===== src/rtl/instr_sequencer.sv =====
// instr_sequencer: multi-cycle MIPS sequencer owning the PC, the delay-slot state and the shared memory port.
module instr_sequencer #(
  parameter logic [31:0] RESET_VECTOR = 32'hBFC0_0000
) (
  input  logic        clk,
  input  logic        rst_n,
  input  logic        reg_write_dec,
  input  logic        mem_read_dec,
  input  logic        mem_write_dec,
  input  logic        redirect,
  input  logic [31:0] redirect_target,
  input  logic [31:0] data_addr,
  input  logic [3:0]  data_be,
  input  logic        avm_waitrequest,
  output logic [31:0] avm_address,
  output logic        avm_read,
  output logic        avm_write,
  output logic [3:0]  avm_byteenable,
  output logic        ir_en,
  output logic        mdr_en,
  output logic        reg_we,
  output logic [31:0] pc,
  output logic        active,
  output logic [2:0]  state
);
  typedef enum logic [2:0] {
    S_IDLE  = 3'd0,
    S_FETCH = 3'd1,
    S_EXEC  = 3'd2,
    S_MEM   = 3'd3,
    S_WB    = 3'd4,
    S_HALT  = 3'd5
  } state_t;

  state_t      r_state;
  logic [31:0] r_pc;
  logic [31:0] r_delay_target;
  logic        r_delay_pending;

  logic        w_fetch;
  logic        w_exec;
  logic        w_mem_st;
  logic        w_wb;
  logic        w_mem_op;
  logic        w_store;
  logic        w_commit;
  logic        w_halt;
  logic [31:0] w_next_pc;
  state_t      w_after_commit;

  assign w_fetch  = r_state == S_FETCH;
  assign w_exec   = r_state == S_EXEC;
  assign w_mem_st = r_state == S_MEM;
  assign w_wb     = r_state == S_WB;
  assign w_mem_op = mem_read_dec | mem_write_dec;
  assign w_store  = mem_write_dec & ~mem_read_dec;

  // An instruction retires in EXEC (no memory), on an accepted store, or in WB after a load.
  assign w_commit = (w_exec & ~w_mem_op) | (w_mem_st & w_store & ~avm_waitrequest) | w_wb;
  assign w_next_pc = r_delay_pending ? r_delay_target : r_pc + 32'd4;
  assign w_halt = r_delay_pending && r_delay_target == 32'd0;
  assign w_after_commit = w_halt ? S_HALT : S_FETCH;

  always_ff @(posedge clk or negedge rst_n) begin
    if (!rst_n) begin
      r_state         <= S_IDLE;
      r_pc            <= RESET_VECTOR;
      r_delay_pending <= 1'b0;
      r_delay_target  <= 32'd0;
    end else begin
      if (w_commit) begin
        r_pc            <= w_next_pc;
        r_delay_pending <= 1'b0;
      end
      // A redirect inside a delay slot is dropped; otherwise it arms the slot.
      if (w_exec && redirect && !r_delay_pending) begin
        r_delay_pending <= 1'b1;
        r_delay_target  <= redirect_target;
      end
      case (r_state)
        S_IDLE:  r_state <= S_FETCH;
        S_FETCH: r_state <= avm_waitrequest ? S_FETCH : S_EXEC;
        S_EXEC:  r_state <= w_mem_op ? S_MEM : w_after_commit;
        S_MEM:   r_state <= (avm_waitrequest || !w_mem_op) ? S_MEM :
                            mem_read_dec ? S_WB : w_after_commit;
        S_WB:    r_state <= w_after_commit;
        default: r_state <= S_HALT;
      endcase
    end
  end

  assign avm_read       = w_fetch | (w_mem_st & mem_read_dec);
  assign avm_write      = w_mem_st & w_store;
  assign avm_address    = w_fetch ? r_pc : w_mem_st ? data_addr : 32'd0;
  assign avm_byteenable = w_fetch ? 4'hF : w_mem_st ? data_be : 4'h0;
  assign ir_en          = w_fetch & ~avm_waitrequest;
  assign mdr_en         = w_mem_st & mem_read_dec & ~avm_waitrequest;
  assign reg_we         = (w_exec & ~w_mem_op & reg_write_dec) | w_wb;
  assign pc             = r_pc;
  assign active         = w_fetch | w_exec | w_mem_st | w_wb;
  assign state          = r_state;
endmodule


===== config.mk =====
export PLATFORM = sky130hd
export DESIGN_NAME = instr_sequencer
export DESIGN_NICKNAME = d
export VERILOG_FILES = /design/src/rtl/instr_sequencer.sv
export SDC_FILE = /design/constraint.sdc
export NUM_CORES = 1
export LEC_CHECK = 0
export ABC_AREA = 1
export CORE_MARGIN = 10
export CORE_UTILIZATION = 42
export DETAILED_ROUTE_END_ITERATION = 8
export HOLD_SLACK_MARGIN = 0.08
export PLACE_DENSITY = 0.81
export SETUP_SLACK_MARGIN = 0.3
export SYNTH_ARGS = -nofsm -noshare
export SYNTH_HDL_FRONTEND = slang
export SYNTH_SLANG_ARGS = --single-unit

===== constraint.sdc =====
create_clock -name clk -period 1.67 [get_ports clk]
set_clock_uncertainty 0.1 [all_clocks]
set_input_delay 0.4175 -clock clk [delete_from_list [all_inputs] [get_ports clk]]
set_output_delay 0.4175 -clock clk [all_outputs]
set_load 0.05 [all_outputs]

==> impl_metrics.toml <==
[status]
status = "finished with violations"
violations = "DRC, setup timing"

[critical_path]
critPathCaptureType = "flop"
cp_cell_sequence = "buf_6 -> buf_4 -> nand2_1 -> nor2_1 -> nand2_1 -> nor2_1 -> nand3_1 -> nand3_1 -> nand2_1 -> nand2_1"
slowest_stage = "dfstp_2"
crit_path_max_incr_delay_ns = 0.56
crit_family = "simple AND/OR/NAND/NOR gates"
timing.rr.start = "pc[26]"
critPathKind = "reg -> reg"
worst-path-max-fanout = 3
r2r_setup_slack_ns = -0.86
worstRegToRegCells = 10
critPathLaunchType = "flop"
critPathMostFrequentCell = "nand2_1"
cp.arrival_ns = 2.77
worst-path-buf-inv = 2
required_ns = 1.91
r2r-end = "pc[31]"

[die]
dieArea_mm2 = 0.0150
fp.coreArea_mm2 = 0.0103
ioPinCount = 152
start_util_pct = 43.0
die_h_um = 123
die_w_um = 123
rows = 37

[logic_synthesis]
synth_nets = 699
ys_ff_latch = 68
ys.flop_type = "dfrtp_1"
synth_cells = 623
postSynthAreaPerCell_um2 = 7.10
synth.distinct_cells = 31
synth_top_area_cell = "dfrtp_1"
seq_area_frac_synth_pct = 38.7
synth_top_area_share_pct = 33.4
synth-edff-count = 0
netlist_area_mm2 = 0.00442
synth-async-reset-ratio_pct = 100
ys_top_cells_by_area = "dfrtp_1 (33%), nand2_1 (18%), nor2_1 (7.0%), nand3_1 (5.7%), mux2_4 (5.4%)"
synth_warnings = 0

[clock_tree]
cts_buffer_depth = 2
root_buffer = "clkbuf_8"
clk_pin_slew_ns = 0.10
numCtsBuffers = 9
cts.htree.levels = 3
cts_tree = "done"
clock_sinks = 68
clock_latency_ns = 0.40

[detailed_routing]
via_per_inst = 6.74
vias = 7111
drt_iter0_drc = 1424
ant_nets = 0
avgRoutedWirePerCell_um = 32.7
wirelength_mm = 34.5
drc = 112
first_pass_iters = 9

[sta]
hold_viol_final = 0
setup_viol = 122
fin_hold_ws_ns = 0.476
clock.fmax_mhz = 395
slew_viol_final = 0
fin_crit_ns = 2.53
tightest_slew_ns = 0.569
setup_tns_ns = -62.54
slew_headroom_pct = 61.8
rsz0062_at_grt = "yes"
fin_ws_ns = -0.865
period_share_pct = 152

[final_layout]
areaGrowthSynthToFinish_pct = 119
nNetsFinal = 990
insertedDiodeCount = 0
final_util_pct = 94.1
drive_gt1_share_pct = 49.3

[place]
io_buffers = 151
pre_cts_ws_ns = -0.531
place_congestion = 0.953
dpl.hpwl_mm = 15.0

[power]
seqPwrFrac_pct = 46.6
clkPwrFrac_pct = 45.7
ir_drop_mv = 0.678
p_per_area_mw_per_mm2 = 365
swShare_pct = 28.4
p_leak_nw = 4.30
internal-power_mw = 2.53
p_sw_mw = 1.00
combPwrFrac_pct = 7.7

[grt]
antenna_found_initial = 0
grtUsageTotal_pct = 33.5
grt_pass1_wl_mm = 38.4
grt-ovfl-total = 0
grt_max_degree = 69
grt_pass1_vias = 6448

[hold_path]
hp-class = "in -> async"

[run]
max_cap_violations = 0
[per-layer routing]
metal / GRT usage [%] / share of wire (%)
met2: 55.2 / 43
met1: 37.5 / 32
met4: 20.0 / 10
met5: 0 / 0.13
met3: 10.5 / 15
[layout make-up]
| type | instances | area [um^2] |
|---|---|---|
| inverter | 61 | 249 |
| timing repair buffer | 300 | 4000 |
| clock buffer | 9 | 124 |
| fill | 271 | 609 |
| sequential | 68 | 1750 |
| clock inverter | 7 | 82.6 |
| tap | 136 | 170 |
| multi-input combinational | 474 | 3290 |
[cell families (layout without fill, tap and decap cells)]
logic type,after synthesis,in the layout,synth area share [%]
and+or+nand+nor,361,361,34.0
xor gates and xnor gates,5,5,0.990
buffers and inverters,81,377,7.95
DFF,68,68,38.7
adders and majority gates,1,1,0.283
muxes,21,21,6.70
AOI/OAI and AO/OA,86,86,11.3
[state kept, by name, indices dropped and copies added (netlist names)]
register,flops
r_delay_target,32
state,3
r_delay_pending,1
pc,32
[cells in the mapped netlist, types with 4 or more instances]
cell      number
a21oi_1       13
a21oi_2        9
a22o_1         6
buf_6          6
clkbuf_1      11
dfrtp_1       59
dfstp_2        9
inv_1         57
inv_2          4
mux2_2         5
mux2_4        16
nand2_1      209
nand3_1       50
nor2_1        82
nor2_4         4
o211ai_1       5
o21ai_0       29
o21ai_1       23
xnor2_1        4
[power groups by stage]
stage | Sequential (mW) | Combinational (mW) | Clock, mW
after floorplan | 1.68 | 0.0102 | 0
after global placement | 1.68 | 0.230 | 0
after detailed placement | 1.68 | 0.238 | 0
after CTS | 1.65 | 0.252 | 1.45
after global routing | 1.65 | 0.281 | 1.61
final | 1.65 | 0.273 | 1.61
[worst register-to-register path: stages (launching register included)]
cell,delay (ns)
dfstp_2,0.56
buf_6,0.11
buf_4,0.13
nand2_1,0.07
nor2_1,0.28
nand2_1,0.12
nor2_1,0.30
nand3_1,0.35
nand3_1,0.24
nand2_1,0.12
nand2_1,0.11
[per-stage QoR]
stage	total power [mW]	cell area [um^2]	instances
6_report	3.53	9670	1055
5_1_grt	3.53	9670	1055
4_1_cts	3.34	9070	1026
3_5_place_dp	1.92	7890	959
3_3_place_gp	1.91	7890	959
2_1_floorplan	1.69	4980	623
[how the worst max path moves through the flow]
stage	from	end	slack, ns	cells after the start
5_1_grt	state[0]	avm_address[0]	-0.77	8
3_3_place_gp	mem_read_dec	pc[31]	-0.53	9
4_1_cts	state[0]	avm_address[0]	-0.62	8
2_1_floorplan	state[0]	avm_address[0]	-0.43	7
3_5_place_dp	mem_read_dec	pc[31]	-0.53	9
6_report	pc[26]	pc[31]	-0.86	10
[placed cells by master, fill, tap and decap left out, types with 6 or more instances in the layout]
cell type,count
nand3_1,37
o21ai_1,6
inv_1,53
nor2_4,20
o21ai_0,11
buf_12,93
dfrtp_1,34
clkbuf_8,9
a22o_4,6
nand2_4,14
o21ai_2,7
dfrtp_2,23
dfstp_2,8
buf_4,62
o21ai_4,28
a21oi_4,7
nand2_2,27
a21oi_2,14
nand3_2,11
mux2_4,16
nand2_1,169
buf_6,58
nor2_1,65
clkdlybuf4s50_1,73
[what timing repair did]
item	in CTS	in global routing
hold buffers	1	0
endpoints found under the setup margin	144	145
pin swaps	11	43
gates resized for setup	121	85
gates cloned	7	2
hold endpoints to repair	59	0
buffers inserted	43	27
Power figures use the tool's default switching activity.
